==> src/rtl/uart_rx_fifo.sv <==
// uart_rx_fifo -- receive-side byte FIFO sitting behind a UART receiver.
//
// A rising edge on rxd_readyH writes RDR into the FIFO (a level held high
// writes once). The consumer pops bytes with rd_en; the popped byte appears on
// rd_data one clock later, qualified by a one-cycle rd_valid pulse. A byte that
// arrives while the FIFO is full (with no simultaneous pop) is dropped and
// raises the sticky overrun flag, cleared by ovr_clr.
//
// Ports:
//   sysclk      in   clock, rising edge
//   rst_n       in   asynchronous active-low reset
//   RDR         in   [7:0] received byte, valid while rxd_readyH is high
//   rxd_readyH  in   byte-ready flag from the receiver
//   rd_en       in   consumer read request
//   ovr_clr     in   clear sticky overrun
//   rd_data     out  [7:0] registered read data
//   rd_valid    out  one-cycle pulse marking rd_data valid
//   empty       out  count == 0
//   full        out  count == DEPTH
//   count       out  [$clog2(DEPTH):0] number of stored bytes
//   overrun     out  sticky dropped-byte flag
//   rx_irq      out  count >= THRESH or overrun
module uart_rx_fifo #(
    parameter int unsigned DEPTH  = 16,
    parameter int unsigned THRESH = 8
) (
    input  logic                     sysclk,
    input  logic                     rst_n,
    input  logic [7:0]               RDR,
    input  logic                     rxd_readyH,
    input  logic                     rd_en,
    input  logic                     ovr_clr,
    output logic [7:0]               rd_data,
    output logic                     rd_valid,
    output logic                     empty,
    output logic                     full,
    output logic [$clog2(DEPTH):0]   count,
    output logic                     overrun,
    output logic                     rx_irq
);

    localparam int unsigned AW = $clog2(DEPTH);
    localparam int unsigned CW = AW + 1;

    logic [7:0]    mem [DEPTH];

    logic          rdy_q;
    logic [AW-1:0] wptr_q, wptr_d;
    logic [AW-1:0] rptr_q, rptr_d;
    logic [CW-1:0] count_q, count_d;
    logic          ovr_q, ovr_d;
    logic [7:0]    rd_data_q, rd_data_d;
    logic          rd_valid_q, rd_valid_d;

    logic          wr_stb;
    logic          rd_acc;
    logic          wr_acc;
    logic          ovr_evt;
    logic          empty_w;
    logic          full_w;

    assign empty_w = (count_q == '0);
    assign full_w  = (count_q == CW'(DEPTH));

    assign wr_stb  = rxd_readyH & ~rdy_q;
    assign rd_acc  = rd_en & ~empty_w;
    // A pop in the same cycle frees the slot, so a write into a full FIFO is
    // still accepted then; when full both pointers coincide and the read
    // below sees the old entry because the memory updates non-blocking.
    assign wr_acc  = wr_stb & (~full_w | rd_acc);
    assign ovr_evt = wr_stb & full_w & ~rd_acc;

    always_comb begin
        wptr_d     = wptr_q;
        rptr_d     = rptr_q;
        count_d    = count_q;
        ovr_d      = ovr_q;
        rd_data_d  = rd_data_q;
        rd_valid_d = 1'b0;

        if (wr_acc) begin
            wptr_d = wptr_q + AW'(1);
        end
        if (rd_acc) begin
            rptr_d     = rptr_q + AW'(1);
            rd_data_d  = mem[rptr_q];
            rd_valid_d = 1'b1;
        end
        if (wr_acc && !rd_acc) begin
            count_d = count_q + CW'(1);
        end else if (rd_acc && !wr_acc) begin
            count_d = count_q - CW'(1);
        end
        // Set wins over clear.
        if (ovr_evt) begin
            ovr_d = 1'b1;
        end else if (ovr_clr) begin
            ovr_d = 1'b0;
        end
    end

    always_ff @(posedge sysclk or negedge rst_n) begin
        if (!rst_n) begin
            rdy_q      <= 1'b0;
            wptr_q     <= '0;
            rptr_q     <= '0;
            count_q    <= '0;
            ovr_q      <= 1'b0;
            rd_data_q  <= '0;
            rd_valid_q <= 1'b0;
        end else begin
            rdy_q      <= rxd_readyH;
            wptr_q     <= wptr_d;
            rptr_q     <= rptr_d;
            count_q    <= count_d;
            ovr_q      <= ovr_d;
            rd_data_q  <= rd_data_d;
            rd_valid_q <= rd_valid_d;
        end
    end

    // Storage is not reset; the pointers and count define what is valid.
    always_ff @(posedge sysclk) begin
        if (wr_acc) begin
            mem[wptr_q] <= RDR;
        end
    end

    assign rd_data  = rd_data_q;
    assign rd_valid = rd_valid_q;
    assign empty    = empty_w;
    assign full     = full_w;
    assign count    = count_q;
    assign overrun  = ovr_q;
    assign rx_irq   = (count_q >= CW'(THRESH)) | ovr_q;

endmodule

==> config.mk <==
export PLATFORM = sky130hd
export DESIGN_NAME = uart_rx_fifo
export DESIGN_NICKNAME = d
export VERILOG_FILES = /design/src/rtl/uart_rx_fifo.sv
export SDC_FILE = /design/constraint.sdc
export NUM_CORES = 1
export LEC_CHECK = 0
export ABC_AREA = 1
export BUFFER_PORTS_ARGS = -buffer_cell sky130_fd_sc_hd__buf_2
export CAP_MARGIN = 20
export CORE_UTILIZATION = 35
export DETAILED_ROUTE_END_ITERATION = 12
export GPL_TIMING_DRIVEN = 0
export PLACE_DENSITY = 0.49
export SLEW_MARGIN = 20
export SYNTH_ARGS = -nofsm -noshare
export SYNTH_HDL_FRONTEND = slang
export SYNTH_SLANG_ARGS = --single-unit
==> constraint.sdc <==
create_clock -name sysclk -period 2.1 [get_ports sysclk]
set_input_delay 0.42 -clock sysclk [delete_from_list [all_inputs] [get_ports sysclk]]
set_output_delay 0.42 -clock sysclk [all_outputs]
set_load 0.05 [all_outputs]
==> impl_metrics.py, run 1 <==
metrics = {
    "synth": {
        "yosysMostFrequentCell": "nand2_1",
        "synthTopCellsByCount": "216 x nand2_1, 128 x edfxtp_1, 120 x inv_1",
        "synth_flop_cell": "edfxtp_1",
        "ys_warn_count": 0,
        "synth-seq-cells": 152,
        "avgSynthCellArea_um2": 10.1,
        "yosysTopAreaCellShare_pct": 56.4,
        "ys_types": 25,
        "syn_nets": 699,
        "syn_area_mm2": 0.00681,
        "ys_seq_area_share_pct": 65.3,
        "synth_edf_count": 128,
        "synthCells": 676,
        "yosys.area.top_type": "edfxtp_1",
        "synth_area_leaders": "edfxtp_1 56%, nand2_1 12%, dfrtp_1 8.8%",
        "synthArstFlopShare_pct": 15.8,
    },
    "clock_network": {
        "cts_max_path_buffers": 2,
        "clock_sinks": 152,
        "cts.htree.levels": 4,
        "worstSkewPairLatency_ns": 0.42,
        "cts_made_buffers": 17,
        "cts_tree": "built",
        "path_clk_slew_ns": 0.06,
        "clock-root-buffer": "clkbuf_16",
    },
    "finish": {
        "fillers": 1819,
        "fin_area_mm2": 0.00823,
        "syn_to_final_growth_pct": 20.9,
        "drive_gt1_share_pct": 18.2,
        "fin_util_pct": 43.6,
        "fin_nets": 759,
        "multiInputGateArea_mm2": 0.00195,
        "num_antenna_cells": 0,
        "instances_no_fill": 1008,
        "seq_area_mm2": 0.00445,
    },
    "timing": {
        "timing.fmax_mhz": 451,
        "max_slew.worst_pin.slew_ns": 0.750,
        "setup_slack_ns": -0.120,
        "maxSlewViolCount": 0,
        "setup_viol": 1,
        "clock_skew_ns": 0.00759,
        "final-hold-violation-count": 0,
        "fin_crit_ns": 2.22,
        "post-route-period-util_pct": 106,
        "rsz0062_at_grt": "true",
        "slew_headroom_pct": 49.7,
    },
    "global_routing": {
        "grt_use_met3_pct": 3.17,
        "grt.busiest_layer": "met2",
        "grt_max_degree": 25,
        "grt_use_total_pct": 18.2,
        "met2_usage_pct": 29.3,
        "grt_pass1_wl_mm": 26.4,
        "grt_pass1_vias": 4575,
        "grtUsageMet1_pct": 24.8,
        "grt_antenna_before_repair": 0,
        "grt-ovfl-total": 0,
    },
    "setup_path": {
        "arrival_ns": 2.52,
        "rrSetupSlack_ns": -0.12,
        "r2r-end": "count[4]$_DFFE_PN0P_",
        "endpoint_kind": "register",
        "critPathLaunchType": "register",
        "crit_type": "reg -> reg",
        "worst_ep_required_time_ns": 2.40,
        "cp_max_fo": 6,
        "r2r_start": "count[3]$_DFFE_PN0P_",
        "reg2reg_depth": 15,
    },
    "floorplanning": {
        "die_area_mm2": 0.0200,
        "ioPinCount": 31,
        "start_util_pct": 36.0,
        "die_w_um": 141,
        "rows": 50,
        "die_h_um": 141,
        "coreArea_mm2": 0.0189,
    },
    "route": {
        "num_vias": 4667,
        "drt_iter0_drc": 372,
        "dr.pass1.iters": 6,
        "wl_per_cell_um": 16.8,
        "antenna_left": 0,
        "vias_per_cell": 4.63,
        "drc": 0,
        "finalWirelength_mm": 17.0,
    },
    "placement": {
        "post-place-cells": 966,
        "place_area_mm2": 0.00739,
        "dp_hpwl_mm": 11.6,
        "gp_congestion": 0.844,
        "place.port_buffers": 30,
    },
    "hold_path": {
        "hold_class": "in -> reg",
        "hp-start": "rxd_readyH",
        "hold_path_end": "rdy_q$_DFF_PN0_",
        "whs_path_depth": 1,
    },
    "power": {
        "ir_worst_vdd_mv": 0.637,
        "power_density_mw_per_mm2": 1380,
        "total_power_w": 0.0114,
        "leakage_nw": 3.67,
    },
    "run": {
        "cap_violations": 0,
    },
    "run_status": {
        "status": "finished, violations left",
        "violations": "negative setup slack",
    },
}
[where the power goes]
part / internal (W) / switching, W
Sequential: 0.00361 / 0.000191
Clock: 0.00197 / 0.00114
Combinational: 0.00132 / 0.00313
[repair_timing]
action / 4_1_cts / 5_1_grt
hold endpoints to repair: 4 / 0
setup buffers: 6 / 4
hold buffers: 1 / 0
pin swaps: 4 / 5
setup endpoints to repair: 44 / 27
resized for setup: 19 / 13
[layout by cell type (no fill, tap or decap), drive strengths merged, types with 2 or more instances in the layout]
cell type,netlist,layout
nand2,217,217
xor2,6,6
nor2,4,4
clkinv,2,7
edfxtp,128,128
nor3,16,16
bufinv,0,4
a21oi,2,2
buf,27,67
ha,9,9
o21ai,8,8
dfrtp,24,24
clkbuf,1,22
nand3,103,103
inv,124,124
[per-layer routing]
| layer | routed length, um | vias to the layer above |
|---|---|---|
| met5 | 0 | - |
| li1 | - | 2284 |
| met1 | 7990 | 2264 |
| met2 | 8060 | 100 |
| met3 | 595 | 19 |
| met4 | 333 | 0 |
[per-stage QoR]
step	hold slack, ns	TNS [ns]	setup slack, ns
global placement	0.436	-11.26	-0.339
finish	0.126	-0.120	-0.120
detailed placement	0.440	-2.48	-0.321
global route	0.116	-0.354	-0.241
CTS	0.115	-0.319	-0.167
floorplan	0.124	-1.00	-0.378
[flip-flops by register name (all words and copies together) (netlist names)]
| register | count |
|---|---|
| rdy_q | 1 |
| count | 5 |
| overrun | 1 |
| mem | 128 |
| rptr_q | 4 |
| rd_data | 8 |
| rd_valid | 1 |
| wptr_q | 4 |
[worst max path at each step]
stage                     cells past startpoint            startpoint                    to
after floorplan                              15  count[1]$_DFFE_PN0P_  count[4]$_DFFE_PN0P_
after global placement                        6  count[1]$_DFFE_PN0P_   mem[2][7]$_DFFE_PP_
after detailed placement                     15  count[1]$_DFFE_PN0P_  count[4]$_DFFE_PN0P_
after CTS                                    15  count[1]$_DFFE_PN0P_  count[4]$_DFFE_PN0P_
after global routing                         15  count[1]$_DFFE_PN0P_  count[4]$_DFFE_PN0P_
final                                        15  count[3]$_DFFE_PN0P_  count[4]$_DFFE_PN0P_
[area by class of cell]
class / count / share of cell area (%)
plain buffers: 28 / 2.39
clock buffers: 21 / 5.35
clock inverters: 10 / 1.85
inverters: 126 / 5.87
multi-input cells: 370 / 23.6
flip-flops and latches: 152 / 54.1
well taps: 260 / 3.95
repair buffers: 41 / 2.86
[worst max-delay path, stage by stage, from the launching register on]
cell	delay (ns)
dfrtp_2	0.41
inv_2	0.08
nand4_1	0.21
nor2_4	0.19
nand2_4	0.08
nand2_8	0.09
inv_8	0.04
ha_4	0.17
fa_2	0.35
inv_2	0.06
nand2_2	0.05
nand2_2	0.05
a21oi_2	0.05
xor2_1	0.14
nand2_1	0.06
nand2_1	0.06
[cells by family after synthesis]
kind of cell | share of synthesized area [%]
XOR/XNOR | 0.900
flip-flops | 65.3
AND/OR/NAND/NOR | 21.2
adder cells (fa/ha/maj) | 1.95
AO/OA/AOI/OAI | 0.937
buffers and inverters | 9.78
No activity file was read; power rests on OpenSTA's default activity.
==> run 2: changes to the inputs <==
Settings changed: ABC_AREA 1 to not set.
==> run 2 against run 1 <==
Effect of this change:
- sequential power is 1% higher
- synthesized cell count shrank 53%
- worst hold slack got worse by 0.11 ns
- die area is 10% lower
- first-iteration DRC count fell by 53%
- non-clock buffer count decreased by 9
- sequential share of layout area up 6.1 points
- the flow still finishes with violations (negative setup slack)
- highest routed layer unchanged
- total power decreased by 10%
- maximum frequency fell by 8.7%
==> impl_metrics.py, run 2 <==
metrics = {
    "run_status": {
        "status": "finished, violations left",
        "violations": "negative setup slack",
    },
    "hold_path": {
        "hold_class": "in -> async",
    },
    "finish": {
        "drive_gt1_share_pct": 37.0,
        "largest_reg_flops": 128,
        "fillers": 1496,
        "regMostFlops": "mem",
        "instances_no_fill": 617,
        "fin_nets": 408,
        "fin_util_pct": 44.0,
        "layout_common_cells": "128 x edfxtp_1, 29 x buf_2, 27 x nand2_1, 27 x mux4_2, 20 x dfrtp_1",
        "syn_to_final_growth_pct": 21.3,
        "num_antenna_cells": 0,
        "final_common_cell": "edfxtp_1",
        "seq_area_mm2": 0.00445,
        "multiInputGateArea_mm2": 0.00166,
    },
    "timing": {
        "slew_headroom_pct": 58.7,
        "maxSlewViolCount": 0,
        "rsz0062_at_grt": "true",
        "timing.fmax_mhz": 411,
        "setup_slack_ns": -0.332,
        "post-route-period-util_pct": 116,
        "fin_crit_ns": 2.43,
        "setup-tns-final_ns": -1.03,
        "clock_skew_ns": 0.0102,
        "max_slew.worst_pin.slew_ns": 0.620,
        "whs_ns": 0.0124,
        "setup_viol": 4,
        "final-hold-violation-count": 0,
    },
    "synth": {
        "synthArstFlopShare_pct": 15.8,
        "synthTopCellsByCount": "128 x edfxtp_1, 27 x mux4_2, 27 x nand2_1",
        "ys_types": 36,
        "synthCells": 320,
        "synth_area_leaders": "edfxtp_1 63%, mux4_2 10%, dfrtp_1 9.9%",
        "syn_nets": 343,
        "synthAdderAreaFrac_pct": 2.18,
        "ys_warn_count": 0,
        "synth_top_family_by_area": "multiplexers",
        "ys_seq_area_share_pct": 72.9,
        "avgSynthCellArea_um2": 19.0,
        "synth-seq-cells": 152,
        "muxShareOfSynthArea_pct": 13.9,
        "yosysTopAreaCellShare_pct": 63.1,
        "synth_compound_area_share_pct": 2.61,
        "yosys.area_share.xor_xnor_pct": 1.44,
        "syn_area_mm2": 0.00610,
        "yosys.area.top_type": "edfxtp_1",
        "synth_edf_count": 128,
        "synth-simple-area-share_pct": 4.99,
        "synth_flop_cell": "edfxtp_1",
        "yosysMostFrequentCell": "edfxtp_1",
    },
    "clock_network": {
        "worstSkewPairLatency_ns": 0.42,
        "clock_sinks": 152,
        "cts_made_buffers": 17,
        "clock-root-buffer": "clkbuf_16",
        "cts.htree.levels": 4,
        "cts_max_path_buffers": 2,
        "path_clk_slew_ns": 0.06,
        "cts_tree": "built",
    },
    "global_routing": {
        "grt_antenna_before_repair": 0,
        "grt_pass1_vias": 3132,
        "grt_max_degree": 25,
        "grt_use_total_pct": 15.0,
        "grt_pass1_wl_mm": 18.7,
        "grt-ovfl-total": 0,
    },
    "setup_path": {
        "arrival_ns": 2.77,
        "r2r_start": "count[0]$_DFFE_PN0P_",
        "reg2reg_depth": 11,
        "rrSetupSlack_ns": -0.33,
        "critPathLaunchType": "register",
        "endpoint_kind": "register",
        "worst_ep_required_time_ns": 2.44,
        "crit_type": "reg -> reg",
        "cp_max_fo": 4,
        "r2r-end": "count[4]$_DFFE_PN0P_",
    },
    "floorplanning": {
        "die_area_mm2": 0.0179,
        "start_util_pct": 36.2,
        "die_w_um": 134,
        "die_h_um": 134,
        "rows": 47,
        "coreArea_mm2": 0.0168,
        "ioPinCount": 31,
    },
    "route": {
        "num_vias": 3072,
        "dr.pass1.iters": 4,
        "finalWirelength_mm": 12.3,
        "vias_per_cell": 4.98,
        "drt_iter0_drc": 173,
        "drc": 0,
        "wl_per_cell_um": 19.9,
        "antenna_left": 0,
    },
    "run": {
        "cap_violations": 0,
    },
    "power": {
        "ir_worst_vdd_mv": 0.755,
        "leakage_nw": 2.62,
        "power_density_mw_per_mm2": 1380,
    },
    "placement": {
        "post-place-cells": 570,
        "gp_congestion": 0.693,
        "pre_cts_ws_ns": -0.575,
        "place.port_buffers": 30,
        "dp_hpwl_mm": 8.07,
    },
}
[run 2: cell count changes in the layout (fill, tap and decap cells not counted), sizes merged, moves of 13 or more]
cell,change
nor3,-16
mux4,+33
and2,+16
buf,-13
inv,-116
nand3,-103
nand2,-190
[run 2: area by class of cell]
type                            count  area share [%]
Sequential cell                   152            60.1
Multi-Input combinational cell    144            22.4
Clock buffer                       22            6.00
Timing Repair Buffer               47            4.18
Tap cell                          220            3.72
Buffer                             13            1.47
Clock inverter                      9            1.39
Inverter                           10           0.643
[run 2: how the worst max path moves through the flow]
stage                     cells after the start                  from              endpoint
after floorplan                              12  count[3]$_DFFE_PN0P_  count[4]$_DFFE_PN0P_
after global placement                       12  count[3]$_DFFE_PN0P_  count[3]$_DFFE_PN0P_
after detailed placement                     12  count[3]$_DFFE_PN0P_  count[4]$_DFFE_PN0P_
after CTS                                    12  count[0]$_DFFE_PN0P_  count[4]$_DFFE_PN0P_
after global routing                         12  count[0]$_DFFE_PN0P_  count[4]$_DFFE_PN0P_
final                                        11  count[0]$_DFFE_PN0P_  count[4]$_DFFE_PN0P_
[run 2: report_power, final]
| group | total [W] | internal (W) | switching (W) |
|---|---|---|---|
| clock network | 0.00286 | 0.00173 | 0.00113 |
| logic | 0.00352 | 0.00149 | 0.00203 |
| registers | 0.00384 | 0.00363 | 0.000208 |
| total | 0.0102 | 0.00685 | 0.00337 |
[run 2: timing repair]
| item | 4_1_cts | 5_1_grt |
|---|---|---|
| gates resized for setup | 50 | 12 |
| hold endpoints to repair | 0 | 0 |
| hold buffers | 0 | 0 |
| endpoints found under the setup margin | 141 | 76 |
| pin swaps | 8 | 6 |
| setup buffers | 14 | 3 |
[run 2: worst max-delay path, cell delays in order (launching register included)]
cell and delay (ns):
dfrtp_2 0.41, or4_4 0.53, nor2_4 0.13, nor2_4 0.07, clkinv_4 0.06, ha_4 0.16
clkinv_4 0.08, ha_4 0.23, a21o_1 0.17, a21oi_2 0.14, mux2i_1 0.25, xnor2_1 0.14
[run 2: kinds of logic after synthesis]
group | after synthesis
flops | 152
fa+ha+maj | 10
mux | 41
compound gates | 24
simple gates | 59
xor+xnor | 10
buf+inv | 24
[run 2: per-layer routing]
| layer | share of wire (%) | track usage (%) |
|---|---|---|
| met5 | 0 | 0 |
| met4 | 1.9 | 6.63 |
| met3 | 2.7 | 3.29 |
| met2 | 50 | 24.6 |
| met1 | 46 | 19.1 |
[run 2: stage by stage]
step / area (um^2) / total power [W]
floorplan: 6160 / 0.00628
global placement: 6590 / 0.00714
detailed placement: 6590 / 0.00718
CTS: 7340 / 0.0103
global route: 7400 / 0.0107
finish: 7400 / 0.0102
==> run 3: changes to the inputs <==
Clock period 2.1 ns to 2 ns, I/O delays scaled along.
==> run 3 against run 2 <==
Effect of this change:
- the flow finishes with violations (negative hold slack, negative setup slack)
- sequential share of layout area fell by 0.87 points
- critical endpoint unchanged
- clock skew shrank 0.0023 ns
- worst hold slack worse by 0.018 ns
- total power grew 6.9%
- die area stayed put
- clock power rose by 5%
- cell count rose by 0.81%
- first-iteration DRC count rose by 12%
- core utilization up 0.65 points
- combinational power up 10%
- wire length grew 0.92%
==> impl_metrics.py, run 3 (synthesis gave the netlist of run 2 again) <==
metrics = {
    "run_status": {
        "status": "finished, violations left",
        "violations": "negative hold slack, negative setup slack",
    },
    "floorplanning": {
        "start_util_pct": 36.2,
        "ioPinCount": 31,
        "die_w_um": 134,
        "rows": 47,
        "die_area_mm2": 0.0179,
        "die_h_um": 134,
        "coreArea_mm2": 0.0168,
    },
    "clock_network": {
        "cts_made_buffers": 17,
        "worstSkewPairLatency_ns": 0.42,
        "path_clk_slew_ns": 0.06,
        "clock_sinks": 152,
        "cts_max_path_buffers": 2,
        "clock-root-buffer": "clkbuf_16",
        "hold_buffers": 0,
        "cts.htree.levels": 4,
        "cts_tree": "built",
    },
    "global_routing": {
        "grt-ovfl-total": 0,
        "grt_use_total_pct": 15.0,
        "grt_max_degree": 25,
        "grt_antenna_before_repair": 0,
        "grt_pass1_vias": 3138,
        "grt_pass1_wl_mm": 18.7,
    },
    "power": {
        "combPwrFrac_pct": 35.5,
        "p_sw_share_pct": 33.0,
        "total_power_w": 0.0109,
        "p_clk_share_pct": 27.5,
        "p_seq_share_pct": 37.0,
        "ir_worst_vdd_mv": 0.807,
        "leakage_nw": 2.66,
        "switching_power_w": 0.00361,
        "power_density_mw_per_mm2": 1460,
        "internal-power_w": 0.00731,
    },
    "setup_path": {
        "cp_max_fo": 4,
        "arrival_ns": 2.75,
        "endpoint_kind": "register",
        "worst_ep_required_time_ns": 2.34,
        "critPathLaunchType": "register",
        "crit_type": "reg -> reg",
    },
    "finish": {
        "num_antenna_cells": 0,
        "final_common_cell": "edfxtp_1",
        "fin_area_mm2": 0.00751,
        "largest_reg_flops": 128,
        "layout_common_cells": "128 x edfxtp_1, 29 x buf_2, 27 x mux4_2, 26 x nand2_1, 20 x dfrtp_1",
        "fin_nets": 413,
        "regMostFlops": "mem",
        "syn_to_final_growth_pct": 23.1,
        "drive_gt1_share_pct": 39.1,
    },
    "placement": {
        "pre_cts_ws_ns": -0.675,
        "gp_congestion": 0.693,
        "place_area_mm2": 0.00659,
        "place.port_buffers": 30,
        "dp_hpwl_mm": 8.07,
    },
    "route": {
        "dr.pass1.iters": 4,
        "num_vias": 3087,
        "finalWirelength_mm": 12.4,
        "drt_iter0_drc": 193,
        "drc": 0,
        "antenna_left": 0,
        "vias_per_cell": 4.96,
        "wl_per_cell_um": 20.0,
    },
    "timing": {
        "setup-tns-final_ns": -2.35,
        "fin_crit_ns": 2.42,
        "post-route-period-util_pct": 121,
        "max_slew.worst_pin.slew_ns": 0.618,
        "setup_viol": 44,
        "rsz0062_at_grt": "true",
        "slew_headroom_pct": 58.8,
        "setup_slack_ns": -0.416,
        "final-hold-violation-count": 10,
        "maxSlewViolCount": 0,
        "whs_ns": -0.00545,
        "timing.fmax_mhz": 414,
        "clock_skew_ns": 0.00788,
    },
    "run": {
        "cap_violations": 0,
    },
    "hold_path": {
        "hold_class": "in -> async",
    },
}
## run 3: per-layer routing
layer | global-route usage [%] | vias up | wire (um)
met5 | 0 | - | 0
met4 | 6.63 | 0 | 233
met3 | 3.29 | 19 | 420
met2 | 24.6 | 62 | 6150
met1 | 19.1 | 1598 | 5610
li1 | - | 1408 | -
## run 3: final timing paths
kind | startpoint | end | slack (ns) | depth (start not counted)
worst min register to register | rd_data[6]$_DFFE_PN0N_ | rd_data[6]$_DFFE_PN0N_ | 0.48 | 2
max in group asynchronous | rst_n | count[2]$_DFFE_PN0P_ | 1.56 | 1
worst max-delay path | count[0]$_DFFE_PN0P_ | count[4]$_DFFE_PN0P_ | -0.42 | 11
worst min-delay path | rst_n | rd_valid$_DFF_PN0_ | -0.005 | 1
worst max register to register | count[0]$_DFFE_PN0P_ | count[4]$_DFFE_PN0P_ | -0.42 | 11
min in group sysclk | rxd_readyH | rdy_q$_DFF_PN0_ | 0.11 | 1
## run 3: worst max-delay path: stages, from the launching register on
cell      delay, ns
dfrtp_2        0.42
or4_4          0.53
nor2_4         0.13
nor2_4         0.07
clkinv_4       0.05
ha_4           0.15
clkinv_4       0.07
ha_4           0.22
a21o_1         0.17
a21oi_2        0.14
mux2i_1        0.24
xnor2_1        0.14
## run 3: final cells by class
| class | count | area [um^2] |
|---|---|---|
| clock buffer | 22 | 444 |
| multi-input combinational | 144 | 1690 |
| timing repair buffer | 53 | 388 |
| sequential | 152 | 4450 |
| inverter | 10 | 50.0 |
| buffer | 12 | 110 |
| clock inverter | 9 | 103 |
| tap | 220 | 275 |
| fill | 1478 | 9310 |
## run 3: metrics by stage
stage               instances  utilization [%]
detailed placement        570             39.2
floorplan                 320                -
finish                    622             44.6
global placement          570             39.2
global route              622             44.6
CTS                       615             43.9
## run 3: repair_timing
item	in CTS	in global routing
gates resized for setup	58	24
buffers inserted	14	11
pin swaps	16	9
endpoints found under the setup margin	143	136
## run 3: power by group through the flow
stage,Clock (W),Sequential [W],Combinational [W]
6_report,0.00300,0.00404,0.00388
5_1_grt,0.00317,0.00409,0.00416
4_1_cts,0.00307,0.00404,0.00376
3_5_place_dp,0,0.00412,0.00342
3_3_place_gp,0,0.00409,0.00340
2_1_floorplan,0,0.00455,0.00205
